===== config.mk =====
export PLATFORM = sky130hd
export DESIGN_NAME = spi_adc_emulator
export DESIGN_NICKNAME = d
export VERILOG_FILES = /design/src/rtl/spi_adc_emu_pkg.sv /design/src/rtl/spi_pin_sync.sv /design/src/rtl/spi_adc_emulator.sv
export SDC_FILE = /design/constraint.sdc
export NUM_CORES = 1
export LEC_CHECK = 0
export CAP_MARGIN = 20
export CELL_PAD_IN_SITES_DETAIL_PLACEMENT = 1
export CELL_PAD_IN_SITES_GLOBAL_PLACEMENT = 1
export CORE_ASPECT_RATIO = 1.4
export CORE_UTILIZATION = 51
export CTS_CLUSTER_SIZE = 12
export DETAILED_ROUTE_END_ITERATION = 10
export GPL_TIMING_DRIVEN = 0
export PLACE_DENSITY_LB_ADDON = 0.05
export SETUP_SLACK_MARGIN = 0.2
export SYNTH_ARGS = -nofsm -noshare
export SYNTH_HDL_FRONTEND = slang
export SYNTH_SLANG_ARGS = --single-unit

===== constraint.sdc =====
create_clock -name clk_100mhz -period 3.6 [get_ports clk_100mhz]
set_clock_uncertainty 0.05 [all_clocks]
set_input_delay 0.9 -clock clk_100mhz [delete_from_list [all_inputs] [get_ports clk_100mhz]]
set_output_delay 0.9 -clock clk_100mhz [all_outputs]
set_load 0.1 [all_outputs]

===== src/rtl/spi_adc_emu_pkg.sv =====
// Shared constants, state encoding and command-field helper for the SPI ADC emulator.
// Latency: none (types and constants only).
// Backpressure: not applicable.
package spi_adc_emu_pkg;

  localparam int NUM_CH     = 4;
  localparam int CH_W       = 2;
  localparam int SAMPLE_W   = 16;
  localparam int CMD_W      = 8;
  localparam int FRAME_BITS = CMD_W + SAMPLE_W;   // 24 SCK rising edges per good frame
  localparam int START_BIT  = 7;
  localparam int CH_LSB     = 5;
  localparam int CNT_W      = 5;                  // holds 0..FRAME_BITS

  typedef enum logic [1:0] {
    IDLE    = 2'd0,
    CMD     = 2'd1,
    DATA    = 2'd2,
    OVERRUN = 2'd3
  } state_t;

  // Channel field of a fully received command byte.
  function automatic logic [CH_W-1:0] cmd_channel(input logic [CMD_W-1:0] cmd);
    return cmd[CH_LSB +: CH_W];
  endfunction

endpackage


===== src/rtl/spi_pin_sync.sv =====
// Two-flop synchronizer for one asynchronous SPI pin, plus an edge-detect flop.
// Latency: level is 2 cycles behind the pin; rise/fall pulses are high in the 3rd cycle.
// Backpressure: none; every input edge produces exactly one pulse.
module spi_pin_sync (
  input  logic clk_100mhz,
  input  logic rst_n,
  input  logic pin,
  output logic level,
  output logic rise,
  output logic fall
);

  logic [1:0] sync;
  logic       prev;

  // Resetting to 0 means a chip select already low when reset releases never
  // looks like a falling edge, so a frame interrupted by reset is ignored to its end.
  always_ff @(posedge clk_100mhz or negedge rst_n) begin
    if (!rst_n) begin
      sync <= 2'b00;
      prev <= 1'b0;
    end else begin
      sync <= {sync[0], pin};
      prev <= sync[1];
    end
  end

  assign level = sync[1];
  assign rise  = sync[1] & ~prev;
  assign fall  = ~sync[1] & prev;

endmodule


===== src/rtl/spi_adc_emulator.sv =====
// SPI mode-0 slave emulating a 4-channel ADC: 8-bit command in, 16-bit preloaded sample out.
// Latency: pin edges acted on 3 cycles after arrival; MISO/OE/frame status registered (<=4 cycles).
// Backpressure: none; the master owns SCK, sample loads are accepted every cycle.
module spi_adc_emulator
  import spi_adc_emu_pkg::*;
(
  input  logic                clk_100mhz,
  input  logic                rst_n,
  input  logic                spi_sck,
  input  logic                spi_cs_n,
  input  logic                spi_mosi,
  output logic                spi_miso,
  output logic                spi_miso_oe,
  input  logic                sample_wr,
  input  logic [CH_W-1:0]     sample_ch,
  input  logic [SAMPLE_W-1:0] sample_data,
  output logic                frame_done,
  output logic [CH_W-1:0]     frame_ch,
  output logic                frame_err,
  output logic [15:0]         frame_count
);

  localparam logic [CNT_W-1:0] CNT_CMD_LAST = CNT_W'(CMD_W - 1);
  localparam logic [CNT_W-1:0] CNT_FULL     = CNT_W'(FRAME_BITS);

  logic sck_rise, sck_fall, sck_level_unused;
  logic cs_rise, cs_fall, cs_level_unused;
  logic mosi_level, mosi_rise_unused, mosi_fall_unused;

  spi_pin_sync u_sync_sck (
    .clk_100mhz (clk_100mhz),
    .rst_n      (rst_n),
    .pin        (spi_sck),
    .level      (sck_level_unused),
    .rise       (sck_rise),
    .fall       (sck_fall)
  );

  spi_pin_sync u_sync_cs (
    .clk_100mhz (clk_100mhz),
    .rst_n      (rst_n),
    .pin        (spi_cs_n),
    .level      (cs_level_unused),
    .rise       (cs_rise),
    .fall       (cs_fall)
  );

  spi_pin_sync u_sync_mosi (
    .clk_100mhz (clk_100mhz),
    .rst_n      (rst_n),
    .pin        (spi_mosi),
    .level      (mosi_level),
    .rise       (mosi_rise_unused),
    .fall       (mosi_fall_unused)
  );

  state_t                state;
  logic [CNT_W-1:0]      bit_cnt;
  logic [CMD_W-1:0]      cmd_sr;
  logic [CMD_W-1:0]      cmd_next;
  logic [SAMPLE_W-1:0]   data_sr;
  logic [CH_W-1:0]       cur_ch;
  logic [SAMPLE_W-1:0]   ch_reg [NUM_CH];

  assign cmd_next = {cmd_sr[CMD_W-2:0], mosi_level};

  // Channel register file; a write landing on the snapshot cycle is seen by the next frame only.
  always_ff @(posedge clk_100mhz or negedge rst_n) begin
    if (!rst_n) begin
      for (int i = 0; i < NUM_CH; i++) ch_reg[i] <= '0;
    end else if (sample_wr) begin
      ch_reg[sample_ch] <= sample_data;
    end
  end

  // Frame FSM: CS_N edges take priority over any SCK edge detected in the same cycle.
  always_ff @(posedge clk_100mhz or negedge rst_n) begin
    if (!rst_n) begin
      state       <= IDLE;
      bit_cnt     <= '0;
      cmd_sr      <= '0;
      data_sr     <= '0;
      cur_ch      <= '0;
      spi_miso    <= 1'b0;
      spi_miso_oe <= 1'b0;
      frame_done  <= 1'b0;
      frame_err   <= 1'b0;
      frame_ch    <= '0;
      frame_count <= '0;
    end else begin
      frame_done <= 1'b0;
      frame_err  <= 1'b0;
      if (cs_rise) begin
        if (state != IDLE) begin
          if (state == DATA && bit_cnt == CNT_FULL) begin
            frame_done  <= 1'b1;
            frame_ch    <= cur_ch;
            frame_count <= frame_count + 16'd1;
          end else begin
            frame_err <= 1'b1;
          end
        end
        state       <= IDLE;
        spi_miso    <= 1'b0;
        spi_miso_oe <= 1'b0;
      end else if (cs_fall) begin
        state       <= CMD;
        bit_cnt     <= '0;
        cmd_sr      <= '0;
        data_sr     <= '0;
        spi_miso    <= 1'b0;
        spi_miso_oe <= 1'b1;
      end else if (sck_rise) begin
        case (state)
          CMD: begin
            cmd_sr  <= cmd_next;
            bit_cnt <= bit_cnt + 1'b1;
            if (bit_cnt == CNT_CMD_LAST) begin
              if (cmd_next[START_BIT]) begin
                state   <= DATA;
                data_sr <= ch_reg[cmd_channel(cmd_next)];
                cur_ch  <= cmd_channel(cmd_next);
              end else begin
                state <= OVERRUN;
              end
            end
          end
          DATA: begin
            if (bit_cnt == CNT_FULL) state <= OVERRUN;
            else bit_cnt <= bit_cnt + 1'b1;
          end
          default: ;
        endcase
      end else if (sck_fall) begin
        // Zero-filled shift makes MISO fall back to 0 once all 16 data bits are out.
        if (state == DATA) begin
          spi_miso <= data_sr[SAMPLE_W-1];
          data_sr  <= {data_sr[SAMPLE_W-2:0], 1'b0};
        end else begin
          spi_miso <= 1'b0;
        end
      end
    end
  end

endmodule


==> results.cfg, run 1 <==
[worst_setup_path]
path_buf_inv = 1
cpPeakStageDelay_ns = 1.18
ff2ff_setup_slack_ns = 1.42
worstPathRequired_ns = 2.65
crit_family = buffers and inverters
crit_fanout = 6
slowest_stage = clkdlybuf4s50_1
critical_path.cell_chain = clkdlybuf4s50_1
worstPathArrival_ns = 2.04
end_kind = primary output
critical_path_class = register to primary output
startpoint_type = register

[final_layout]
area_growth_syn_to_layout_pct = 21.1
multiInputGateArea_um2 = 2320
largest_reg_flops = 64
diodes = 0
drive_above_1_share = 0.212
fin_area_um2 = 6900
final-seq-area_um2 = 3150
fillers = 1113
nNetsFinal = 547

[cts]
post_cts_buffers = 0
clkTransAtPathRegs_ns = 0.06
cts_tree = done
h-tree-depth = 4
root_buffer = clkbuf_16
cts-resized-gates = 0
numCtsBuffers = 17
cts_buffer_depth = 2
ctsHoldBuffers = 0
cts_sinks = 126
insertion_delay_ns = 0.41

[placement]
port_buffers = 45
dp_hpwl_mm = 8.32
dpl_cell_area_um2 = 6360
pre_cts_slack_ns = 0.573
place_congestion = 0.753

[yosys]
synth_top_family_by_area = multiplexers
synth_compound_area_frac = 0.0632
yosysSeqAreaShare = 0.553
synth_largest_area_cell = dfrtp_1
synthTopCellsByCount = 126 x dfrtp_1, 61 x mux2_2, 47 x mux2i_1, 26 x inv_1, 20 x a21oi_1
ys_ff_latch = 126
synth_async_sr_flop_share = 1.00
ys_warn_count = 0
syn_avg_cell_area_um2 = 12.8
synth-main-ff-cell = dfrtp_1
synth.area.top_cells = dfrtp_1 55%, mux2_2 12%, mux2i_1 8.3%
yosysUniqueCellTypes = 48
synth_edf_count = 0
yosys.area_share.adder = 0.0241
synth_most_common_cell = dfrtp_1
synth_xor_area_frac = 0.0230
yosys.area_share.simple = 0.0696
synth_area_um2 = 5700
synth_top_area_frac = 0.553
syn_nets = 482
muxShareOfSynthArea = 0.227
synthCells = 447

[sta]
rsz0062_at_grt = no
finalSetupViolCount = 0
tightest_slew_ns = 0.981
period_minus_slack_ns = 2.99
slew_headroom = 0.344
max_freq_mhz = 334
setup_slack_ns = 0.607
period_share = 0.832
hold_viol = 0
finalMaxSlewViolations = 0

[global_routing]
track_usage = 0.249
antenna_found_initial = 0
grt_start_max_net_pins = 100
grt_first_pass_wirelength_mm = 22.1
grt_pass1_vias = 4286
gr-total-overflow = 0

[power_and_ir_drop]
p_seq_frac = 0.437
ir_drop_mv = 0.446
switchingPower_mw = 1.19
pwr-share-comb = 0.191
p_sw_frac = 0.279
power.share.clock = 0.372
p_leak_nw = 3.01
p_int_mw = 3.07
powerDensity_nw_per_um2 = 617

[detailed_routing]
drc_errors = 0
wire_per_inst_um = 19.4
drtAntennaViolNets = 0
first_pass_iters = 4
vias = 3783
avgViaCountPerCell = 5.69
drt-total-wl_mm = 12.9
drt_iter0_drc = 98

[die]
die-area_um2 = 11600
die_w_um = 91.4
num_io_pins = 46
rows = 45
core_um2 = 10900
initial_utilization = 0.525
die_h_um = 127

[min_path]
hold_class = primary input to asynchronous set/reset pin

[outcome]
status = finished clean

[run]
max_cap_violations = 0
-- per-layer routing --
| metal | GRT usage | part of all wire |
|---|---|---|
| met5 | 0 | 0 |
| met2 | 0.452 | 0.55 |
| met4 | 0.130 | 0.026 |
| met1 | 0.280 | 0.40 |
| met3 | 0.0411 | 0.021 |
-- cell usage in the layout (no fill, tap or decap), types with 2 or more instances in the layout --
cell type,n
clkbuf_16,17
nand3_1,15
mux2_2,61
nor3_1,2
clkinv_2,3
clkbuf_8,3
clkdlybuf4s50_1,44
xor2_1,2
dfrtp_1,126
mux2_1,9
nand4b_1,2
a21oi_1,20
clkinvlp_4,2
a21boi_0,2
o21bai_1,2
buf_2,12
mux2i_1,47
nand4_1,7
o21ai_0,12
inv_1,26
nand3b_1,4
and3_1,5
o22ai_1,15
buf_6,2
nor2_1,11
clkbuf_1,7
xnor2_1,13
ha_1,11
nand2_1,15
nand2b_1,2
-- metrics by stage --
step | power (mW) | setup TNS (ns) | utilization | hold slack (ns) | instances
floorplan | 2.41 | 0 | - | 0.281 | 447
global placement | 2.61 | -400.34 | 0.582 | 0.284 | 633
detailed placement | 2.68 | 0 | 0.585 | 0.289 | 634
CTS | 4.30 | 0 | 0.635 | 0.296 | 665
global route | 4.47 | 0 | 0.635 | 0.312 | 665
finish | 4.26 | 0 | 0.635 | 0.301 | 665
-- worst paths after layout --
kind,to,start,depth (start not counted)
worst max-delay path,frame_count[2],frame_count[2],1
worst min-delay path,bit_cnt[2],rst_n,1
worst max register to register,data_sr[14],u_sync_cs.sync[1],8
worst min register to register,u_sync_sck.sync[1],u_sync_sck.sync[0],0
max in group asynchronous,data_sr[10],rst_n,2
min in group clk_100mhz,u_sync_sck.sync[1],u_sync_sck.sync[0],0
-- power by group through the flow --
stage,clock [mW],combinational (mW),sequential (mW)
floorplan,0,0.561,1.85
global placement,0,0.752,1.86
detailed placement,0,0.804,1.88
CTS,1.61,0.827,1.86
global route,1.67,0.900,1.90
finish,1.58,0.813,1.86
-- kinds of logic after synthesis --
| group | count (synthesis) |
|---|---|
| and+or+nand+nor | 71 |
| AOI/OAI and AO/OA | 59 |
| muxes | 119 |
| xor gates and xnor gates | 15 |
| DFF | 126 |
| buffers and inverters | 46 |
| adders and majority gates | 11 |
-- area by class of cell --
type / instances / area share
flip-flops and latches: 126 / 0.457
well taps: 141 / 0.0256
plain buffers: 19 / 0.0181
clock inverters: 6 / 0.00870
multi-input cells: 275 / 0.336
clock buffers: 25 / 0.0703
repair buffers: 46 / 0.0694
inverters: 27 / 0.0147
Power figures use the tool's default switching activity.
==> run 2: changes to the inputs <==
--- a/config.mk
+++ b/config.mk
@@ -9,7 +9,7 @@
 export CELL_PAD_IN_SITES_DETAIL_PLACEMENT = 1
 export CELL_PAD_IN_SITES_GLOBAL_PLACEMENT = 1
 export CORE_ASPECT_RATIO = 1.4
-export CORE_UTILIZATION = 51
+export CORE_UTILIZATION = 48
 export CTS_CLUSTER_SIZE = 12
 export DETAILED_ROUTE_END_ITERATION = 10
 export GPL_TIMING_DRIVEN = 0
==> constraint.sdc (replaced) <==
create_clock -name clk_100mhz -period 3.1 [get_ports clk_100mhz]
set_clock_uncertainty 0.05 [all_clocks]
set_input_delay 0.775 -clock clk_100mhz [delete_from_list [all_inputs] [get_ports clk_100mhz]]
set_output_delay 0.775 -clock clk_100mhz [all_outputs]
set_load 0.1 [all_outputs]
==> results.cfg, run 2 (synthesis gave the netlist of run 1 again) <==
[outcome]
status = finished clean

[worst_setup_path]
critical_path.cell_chain = clkdlybuf4s50_1
crit_fanout = 4
path_buf_inv = 1
crit_end = frame_count[0]
end_kind = primary output
crit_family = buffers and inverters
worstPathRequired_ns = 2.27
ff2ff_setup_slack_ns = 0.90
cpPeakStageDelay_ns = 1.16
startpoint_type = register
setup.worst_path.start = frame_count[0]
slowest_stage = clkdlybuf4s50_1
ff2ff_path_depth = 8
cp_num_cells = 1
worstPathArrival_ns = 2.01
r2r_end = data_sr[14]
r2r-start = u_sync_cs.sync[1]
critical_path_class = register to primary output

[global_routing]
grt_pass1_vias = 4162
use_met3 = 0.0544
antenna_found_initial = 0
gr-total-overflow = 0
track_usage = 0.239
grt_busiest_layer = met2
grt_first_pass_wirelength_mm = 21.7
use_met1 = 0.274
grt_start_max_net_pins = 92
grtUsageMet2 = 0.431

[detailed_routing]
drtAntennaViolNets = 0
drt_iter0_drc = 159
wire_per_inst_um = 19.2
drt-total-wl_mm = 12.9
avgViaCountPerCell = 5.55
drc_errors = 0
vias = 3716
first_pass_iters = 6

[sta]
slew_headroom = 0.353
period_minus_slack_ns = 2.83
finalSetupViolCount = 0
period_share = 0.913
max_freq_mhz = 353
hold_viol = 0
rsz0062_at_grt = no
whs_ns = 0.199
finalMaxSlewViolations = 0
tightest_slew_ns = 0.967

[cts]
cts_sinks = 126
insertion_delay_ns = 0.41
clkTransAtPathRegs_ns = 0.06
cts_buffer_depth = 2
numCtsBuffers = 17
cts_tree = done
ctsHoldBuffers = 0
root_buffer = clkbuf_16
h-tree-depth = 4
post_cts_buffers = 0

[placement]
dp_hpwl_mm = 8.18
place_congestion = 0.766
port_buffers = 45

[die]
num_io_pins = 46
die_h_um = 131
core_um2 = 11500
initial_utilization = 0.498
die-area_um2 = 12300
rows = 46
die_w_um = 94.1

[power_and_ir_drop]
p_int_mw = 3.76
power.total_mw = 5.16
p_leak_nw = 3.07
p_seq_frac = 0.418
switchingPower_mw = 1.40
p_sw_frac = 0.271
ir_drop_mv = 0.483
powerDensity_nw_per_um2 = 740
power.share.clock = 0.400
pwr-share-comb = 0.182

[final_layout]
largest_reg_flops = 64
nNetsFinal = 547
diodes = 0
layout_common_cells = 126 x dfrtp_1, 61 x mux2_2, 47 x mux2i_1
final_common_cell = dfrtp_1
final-seq-area_um2 = 3150
area_growth_syn_to_layout_pct = 22.4
multiInputGateArea_um2 = 2320
fillers = 1157
drive_above_1_share = 0.221

[min_path]
hold_class = primary input to asynchronous set/reset pin

[run]
max_cap_violations = 0
## run 2: worst min-delay path by stage
stage | start | endpoint | depth (start not counted)
after floorplan | u_sync_cs.sync[0] | u_sync_cs.sync[1] | 0
after global placement | u_sync_mosi.sync[0] | u_sync_mosi.sync[1] | 0
after detailed placement | u_sync_mosi.sync[0] | u_sync_mosi.sync[1] | 0
after CTS | rst_n | bit_cnt[2] | 1
after global routing | rst_n | bit_cnt[2] | 1
final | rst_n | bit_cnt[2] | 1
## run 2: cell type report
class                   count  area share
inverters                  27      0.0145
repair buffers             46      0.0690
flip-flops and latches    126       0.452
plain buffers              19      0.0179
multi-input cells         275       0.333
well taps                 144      0.0258
clock buffers              19      0.0635
clock inverters            13      0.0244
## run 2: what timing repair did
action	in CTS	in global routing
endpoints found under the hold margin	0	0
gates resized for setup	0	1
endpoints found under the setup margin	0	1
## run 2: per-stage QoR
| stage | setup slack (ns) | std cells | setup TNS [ns] | cell area [µm²] | util |
|---|---|---|---|---|---|
| 2_1_floorplan | 0.840 | 447 | 0 | 5700 | - |
| 3_3_place_gp | -3.63 | 636 | -455.50 | 6330 | 0.553 |
| 3_5_place_dp | 0.181 | 637 | 0 | 6360 | 0.555 |
| 4_1_cts | 0.225 | 669 | 0 | 6970 | 0.609 |
| 5_1_grt | 0.207 | 669 | 0 | 6980 | 0.609 |
| 6_report | 0.268 | 669 | 0 | 6980 | 0.609 |
## run 2: layer usage
layer	up-vias	routed length (µm)
met5	-	0
met4	0	242
met3	17	246
met2	62	7030
met1	1912	5340
li1	1725	-
## run 2: power groups by stage
stage / sequential, mW / combinational (mW) / clock [mW]
3_5_place_dp: 2.18 / 0.924 / 0
5_1_grt: 2.20 / 1.04 / 2.19
2_1_floorplan: 2.15 / 0.651 / 0
3_3_place_gp: 2.16 / 0.876 / 0
4_1_cts: 2.16 / 0.956 / 2.11
6_report: 2.16 / 0.937 / 2.07
==> run 3: changes to the inputs <==
--- a/config.mk
+++ b/config.mk
@@ -15,6 +15,7 @@
 export GPL_TIMING_DRIVEN = 0
 export PLACE_DENSITY_LB_ADDON = 0.05
 export SETUP_SLACK_MARGIN = 0.2
+export SKIP_CTS_REPAIR_TIMING = 1
 export SYNTH_ARGS = -nofsm -noshare
 export SYNTH_HDL_FRONTEND = slang
 export SYNTH_SLANG_ARGS = --single-unit
==> results of run 3 <==
Same layout as run 2: the final DEF is identical, and so are final timing and power.
